<file path="src/rtl/chip_serial_tx.sv">
// Framed parallel-in/serial-out transmitter: start bit (0), DATA_W data bits, stop bit (1).
// Every level is held DIV clocks. All outputs come straight from flops.
module chip_serial_tx #(
  parameter int DATA_W    = 8,
  parameter int DIV       = 4,
  parameter int MSB_FIRST = 1
) (
  input  logic              clk,
  input  logic              rst,
  input  logic [DATA_W-1:0] tx_data,
  input  logic              tx_valid,
  output logic              tx_ready,
  output logic              sdo,
  output logic              busy,
  output logic              done
);

  localparam int DIV_CW = $clog2(DIV) + 1;
  localparam int BIT_CW = $clog2(DATA_W) + 1;
  localparam logic [DIV_CW-1:0] DIV_LAST = DIV_CW'(DIV - 1);
  localparam logic [BIT_CW-1:0] BIT_LAST = BIT_CW'(DATA_W - 1);

  typedef enum logic [1:0] {IDLE, START, DATA, STOP} state_t;

  state_t              state, state_next;
  logic [DIV_CW-1:0]   div_cnt, div_next;
  logic [BIT_CW-1:0]   bit_cnt, bit_next;
  logic [DATA_W-1:0]   shreg, shreg_next, shifted;
  logic                sdo_next, ready_next, busy_next, done_next;

  function automatic logic out_bit(input logic [DATA_W-1:0] v);
    return (MSB_FIRST != 0) ? v[DATA_W-1] : v[0];
  endfunction

  always_ff @(posedge clk or posedge rst) begin
    if (rst) begin
      state    <= IDLE;
      div_cnt  <= '0;
      bit_cnt  <= '0;
      shreg    <= '0;
      sdo      <= 1'b1;
      tx_ready <= 1'b1;
      busy     <= 1'b0;
      done     <= 1'b0;
    end else begin
      state    <= state_next;
      div_cnt  <= div_next;
      bit_cnt  <= bit_next;
      shreg    <= shreg_next;
      sdo      <= sdo_next;
      tx_ready <= ready_next;
      busy     <= busy_next;
      done     <= done_next;
    end
  end

  // Next-state logic also computes the next value of every output so sdo lines up with the state.
  always_comb begin
    state_next = state;
    div_next   = div_cnt;
    bit_next   = bit_cnt;
    shreg_next = shreg;
    sdo_next   = sdo;
    ready_next = tx_ready;
    busy_next  = busy;
    done_next  = 1'b0;
    shifted    = (MSB_FIRST != 0) ? (shreg << 1) : (shreg >> 1);

    case (state)
      IDLE: begin
        ready_next = 1'b1;
        busy_next  = 1'b0;
        sdo_next   = 1'b1;
        if (tx_valid && tx_ready) begin
          shreg_next = tx_data;
          state_next = START;
          div_next   = '0;
          bit_next   = '0;
          sdo_next   = 1'b0;
          ready_next = 1'b0;
          busy_next  = 1'b1;
        end
      end

      START: begin
        if (div_cnt == DIV_LAST) begin
          div_next   = '0;
          state_next = DATA;
          sdo_next   = out_bit(shreg);
        end else begin
          div_next = div_cnt + DIV_CW'(1);
        end
      end

      // The bit presented on sdo is always the output end of shreg; the next one comes from the shifted copy.
      DATA: begin
        if (div_cnt == DIV_LAST) begin
          div_next   = '0;
          shreg_next = shifted;
          if (bit_cnt == BIT_LAST) begin
            bit_next   = '0;
            state_next = STOP;
            sdo_next   = 1'b1;
          end else begin
            bit_next = bit_cnt + BIT_CW'(1);
            sdo_next = out_bit(shifted);
          end
        end else begin
          div_next = div_cnt + DIV_CW'(1);
        end
      end

      STOP: begin
        sdo_next = 1'b1;
        if (div_cnt == DIV_LAST) begin
          div_next   = '0;
          state_next = IDLE;
          ready_next = 1'b1;
          busy_next  = 1'b0;
          done_next  = 1'b1;
        end else begin
          div_next = div_cnt + DIV_CW'(1);
        end
      end

      default: begin
        state_next = IDLE;
      end
    endcase
  end

endmodule

</file>
<file path="config.mk">
export PLATFORM = sky130hd
export DESIGN_NAME = chip_serial_tx
export DESIGN_NICKNAME = d
export VERILOG_FILES = /design/src/rtl/chip_serial_tx.sv
export SDC_FILE = /design/constraint.sdc
export NUM_CORES = 1
export LEC_CHECK = 0
export ABC_AREA = 1
export BUFFER_PORTS_ARGS = -buffer_cell sky130_fd_sc_hd__buf_2
export CAP_MARGIN = 0
export CORE_ASPECT_RATIO = 1.25
export CORE_MARGIN = 2
export CORE_UTILIZATION = 25
export DETAILED_ROUTE_END_ITERATION = 8
export GPL_ROUTABILITY_DRIVEN = 0
export PLACE_DENSITY = 0.47
export SETUP_SLACK_MARGIN = 0.05
export SYNTH_ARGS = -nofsm -noshare
export SYNTH_HDL_FRONTEND = slang
export SYNTH_SLANG_ARGS = --single-unit
</file>
<file path="constraint.sdc">
create_clock -name clk -period 1.7 [get_ports clk]
set_input_delay 0.085 -clock clk [delete_from_list [all_inputs] [get_ports clk]]
set_output_delay 0.085 -clock clk [all_outputs]
set_load 0.005 [all_outputs]
</file>
==> metrics.txt, run 1 <==
status=finished, final reports clean; CP max-delay cell=dfrtp_1; 1st-iter DRT viols=37; Mapped Avg Cell Area=roughly 7.6 µm²; initial antenna violation count=0; Bufs on Longest Clock Path=2; CP cell instances=inv_1, ha_1, buf_4, o21ai_1, nand3_1, nand2_1, nand2_1; ys async rst share=1.00; crit start category=register; unrepaired setup endpoints after global routing=no; Setup Crit Path Kind=reg2reg; R2R setup slack=0.16 ns; most frequent cell after synthesis=nand2_1; starting density of the core=0.259; P_leak=about 0.75 nW; first-pass GRT wire length=4.08 mm; crit end category=register; CP dominant cell by count=nand2_1; Tightest Hold Check Type=in2reg; leading cell types by count after synthesis=nand2_1 (74), dfrtp_1 (19), inv_1 (11), nand3_1 (7), ha_1 (6); Layout fillers=491; Yosys warning total=0; Critical Path Start=state[0]; io pins=15; WL/cell=10.7 µm; Distinct cells, synth=21; gr ovfl total=0; Synth Register Bits=21; placed instance count=222; Top FF cell, synth=dfrtp_1; max_slew headroom=0.745; Worst-Skew Late Latency=0.26 ns; n_diodes=0; row count=27; ANT nets after route=0; fmax=about 650 MHz; Worst R2R Path Depth=7; Worst Tran Pin Value=~0.38 ns; setup TNS=0 ns; vias in the first global route=930; final-stage net count=187; Vias/cell=4.28; Area Overhead vs Synth=17.7%; Yosys top cell by area=dfrtp_1; Syn Nets=166; Worst Setup EP=state[0]; Pwr per Cell Area=1820 nW/µm²; final setup margin=~0.16 ns; slowest stage delay, CP=roughly 0.42 ns; Critical Path AT=1.70 ns; Cells after Synth=149; CORE AREA=4390 µm²; RR Startpoint=state[0]; GR Util All Layers=0.104; Die Span X=around 64 µm; RR Endpoint=state[0]; vias post-DR=972; dpl ws=0.153 ns; Port Buf Inserts=14; number of flops mapped to enable cells by yosys=0; drt drc=0; HPWL after detailed placement=about 1.8 mm; Die Ht=79.4 µm; post-route minimum period=about 1.5 ns; largest cells by area after synthesis=dfrtp_1 (42%), nand2_1 (24%), ha_1 (6.6%); CTS resizes=0; total CTS buffers=3; CTS H-tree depth=1; max-slew violation count=0; Critical Path Fanout Max=11; Clock Skew=0.00116 ns; largest net degree at the start of global routing=22; CTS tree=built; CTS Hold Buffers Added=1; post-layout util=0.305; Setup violations, final=0; clock-pin slew on the worst setup and hold paths=0.08 ns; Hold Fails Final Rpt=0; maximum VDD drop=~0.87 mV; Final period util=0.908; Max Cap Viol=0; Post-Syn Area=1140 µm²; fin cells=227; layout cells sized above 1=0.189; final WL=2.44 mm; Tot Pwr=about 0.0024 W; CTS Sinks=21; Pre-antenna DRT Iters=4; clk root buf=clkbuf_8; CP required=1.85 ns; total die area=5110 µm²; postcts setup bufs=0; Seq/Total Area, Yosys=0.464; post-synth top area share=0.418
## placed cells by master, fill, tap and decap left out, drive strengths merged
| cell | instances |
|---|---|
| nand2 | 75 |
| dfrtp | 19 |
| buf | 19 |
| inv | 14 |
| nand3 | 7 |
| ha | 6 |
| nor2 | 6 |
| nand4 | 4 |
| o21ai | 4 |
| a21oi | 4 |
| clkbuf | 3 |
| nand3b | 2 |
| dfstp | 2 |
| or2 | 1 |
| o21a | 1 |
| clkinv | 1 |
| dlygate4sd3 | 1 |
## how the worst min path moves through the flow
stage                 endpoint  slack, ns  depth (start not counted)       start
finish                shreg[0]       0.07                          3  tx_data[0]
global route          shreg[0]       0.07                          3  tx_data[0]
CTS                   shreg[0]       0.07                          3  tx_data[0]
detailed placement        busy       0.14                          3         rst
global placement          done       0.13                          3         rst
floorplan           bit_cnt[0]       0.06                          1         rst
## per-stage QoR
| step | hold slack (ns) | area, µm² |
|---|---|---|
| floorplan | 0.0600 | 1140 |
| global placement | 0.128 | 1280 |
| detailed placement | 0.137 | 1280 |
| CTS | 0.0673 | 1340 |
| global route | 0.0661 | 1340 |
| finish | 0.0675 | 1340 |
## worst max-delay path: cells and delay by family, from the launching register on
| kind | cells | cell delay, ns |
|---|---|---|
| flip-flops | 1 | 0.42 |
| AND/OR/NAND/NOR | 3 | 0.29 |
| buffers and inverters | 2 | 0.28 |
| adder cells (fa/ha/maj) | 1 | 0.24 |
| AO/OA/AOI/OAI | 1 | 0.22 |
## sequential cells by signal (all words and copies together) (netlist names)
signal / count
shreg: 8
state: 2
done: 1
div_cnt: 3
busy: 1
sdo: 1
bit_cnt: 4
tx_ready: 1
## final cells by class
type                            count  area (µm²)  share of cell area
Clock buffer                        3        41.3              0.0308
Clock inverter                      1        5.00             0.00374
Inverter                           14        52.6              0.0393
Multi-Input combinational cell    110         522               0.390
Sequential cell                    21         528               0.394
Tap cell                           58        72.6              0.0542
Timing Repair Buffer               20         118              0.0879
## power breakdown
group / internal, W / switching, W / total (W)
sequential: 0.000724 / 0.000127 / 0.000851
combinational: 0.000467 / 0.000779 / 0.00125
clock: 0.000163 / 0.000170 / 0.000334
total: 0.00135 / 0.00108 / 0.00243
## per-layer routing
layer / track usage / routed length, µm / vias up
met5: 0 / 0 / -
met4: 0.0511 / 41 / 0
met3: 0.0169 / 50 / 4
met2: 0.172 / 1200 / 11
met1: 0.130 / 1150 / 458
li1: - / - / 499
## logic make-up after synthesis
kind of cell / count (synthesis) / share of synthesized area
buffers and inverters: 18 / 0.0770
DFF: 21 / 0.464
AOI/OAI and AO/OA: 9 / 0.0451
and+or+nand+nor: 95 / 0.348
adders and majority gates: 6 / 0.0660
No activity file was read; power rests on OpenSTA's default activity.
==> run 2: changes to the inputs <==
Settings changed: RECOVER_POWER set to 25.
==> run 2 against run 1 <==
Sequential share of layout area is 0.074 points higher. Non-clock buffer count stayed put. Largest power group unchanged. Highest routed layer unchanged. Register-to-register slack hardly changed. Via count is 0.31% higher. Worst setup slack hardly changed. Clock power hardly changed. Worst hold slack stayed put.
==> metrics.txt, run 2 (synthesis gave the netlist of run 1 again) <==
status=finished, final reports clean; setup TNS=0 ns; biggest regs=shreg x8, bit_cnt x4, div_cnt x3; HPWL after detailed placement=1.80 mm; P_leak=~0.75 nW; Pre-antenna DRT Iters=4; Die Ht=79.4 µm; commonest non-fill, non-tap cell in the layout=nand2_1; Largest register FFs=8; RR Startpoint=state[0]; drt drc=0; Final period util=0.908; placed instance count=222; CORE AREA=4390 µm²; ANT nets after route=0; post-route minimum period=1.54 ns; Hold Fails Final Rpt=0; max-slew violation count=0; Layout fillers=492; crit end category=register; Pwr per Cell Area=1820 nW/µm²; layout cells sized above 1=0.189; Area Overhead vs Synth=17.5%; Setup Crit Path Kind=reg2reg; Port Buf Inserts=14; total CTS buffers=3; crit start category=register; clk root buf=clkbuf_8; CTS H-tree depth=1; Hold Startpoint=tx_data[0]; Critical Path AT=1.70 ns; Die Span X=64.3 µm; gr ovfl total=0; io pins=15; Worst R2R Path Depth=7; WL/cell=10.8 µm; starting density of the core=0.259; row count=27; CTS tree=built; fmax=648 MHz; Setup violations, final=0; Critical Path Start=state[0]; fin cells=between 200 and 250; initial antenna violation count=0; vias in the first global route=930; Bufs on Longest Clock Path=2; dpl ws=0.153 ns; CP required=1.85 ns; first-pass GRT wire length=4.08 mm; Critical Path Fanout Max=11; Reg area=528 µm²; 1st-iter DRT viols=37; unrepaired setup endpoints after global routing=no; Max Cap Viol=0; final-stage net count=187; hold path depth=3; final setup margin=0.156 ns; Tightest Hold Check Type=in2reg; Worst Tran Pin Value=0.538 ns; area of the multi-input gates=522 µm²; CTS Sinks=21; max_slew headroom=0.641; CTS resizes=0; most frequent cells in the layout=nand2_1 (74), dfrtp_1 (19), buf_2 (14), inv_1 (11), nand3_1 (7); n_diodes=0; clock-pin slew on the worst setup and hold paths=0.08 ns; maximum VDD drop=0.871 mV; GR Util All Layers=0.104; WHS=0.0675 ns; total die area=5110 µm²; final WL=2.44 mm; Worst-Skew Late Latency=between 0.2 and 0.3 ns; largest net degree at the start of global routing=22; vias post-DR=between 900 and 1k; Vias/cell=4.30; Largest Register=shreg; Clock Skew=0.00116 ns
-- run 2: per-layer routing --
layer	vias up	part of all wire	global-route usage
li1	500	-	-
met5	-	0	0
met2	13	0.49	0.172
met4	0	0.017	0.0511
met1	458	0.47	0.130
met3	4	0.022	0.0169
-- run 2: path summary, 6_finish.rpt --
check                      endpoint  slack [ns]
setup / recovery           state[0]        0.16
hold / removal             shreg[0]        0.07
setup reg to reg           state[0]        0.16
hold reg to reg            shreg[6]        0.48
max in group asynchronous       sdo        0.85
min in group asynchronous      busy        0.48
-- run 2: through the flow --
step                cell area (µm²)  utilization  total power (W)
floorplan                      1140            -          0.00183
global placement               1280        0.292          0.00208
detailed placement             1280        0.292          0.00212
finish                         1340        0.304          0.00243
global route                   1340        0.304          0.00269
CTS                            1340        0.305          0.00247
-- run 2: cell type report --
class / instances / share of cell area
inverters: 14 / 0.0393
clock buffers: 3 / 0.0309
multi-input cells: 110 / 0.390
well taps: 58 / 0.0543
flip-flops and latches: 21 / 0.395
repair buffers: 20 / 0.0861
clock inverters: 1 / 0.00375
-- run 2: what timing repair did --
item,CTS,global route
hold buffers,1,0
setup buffers,0,0
hold endpoints to repair,19,0
-- run 2: where the power goes --
group	internal (W)	switching [W]	total, W
Sequential	0.000724	0.000127	0.000851
Combinational	0.000466	0.000779	0.00125
Clock	0.000163	0.000170	0.000334
-- run 2: critical path: stages, from the launching register on --
cell and delay, ns:
dfrtp_1 0.42, inv_1 0.09, ha_1 0.24, buf_4 0.19
o21ai_1 0.22, nand3_1 0.15, nand2_1 0.08, nand2_1 0.06
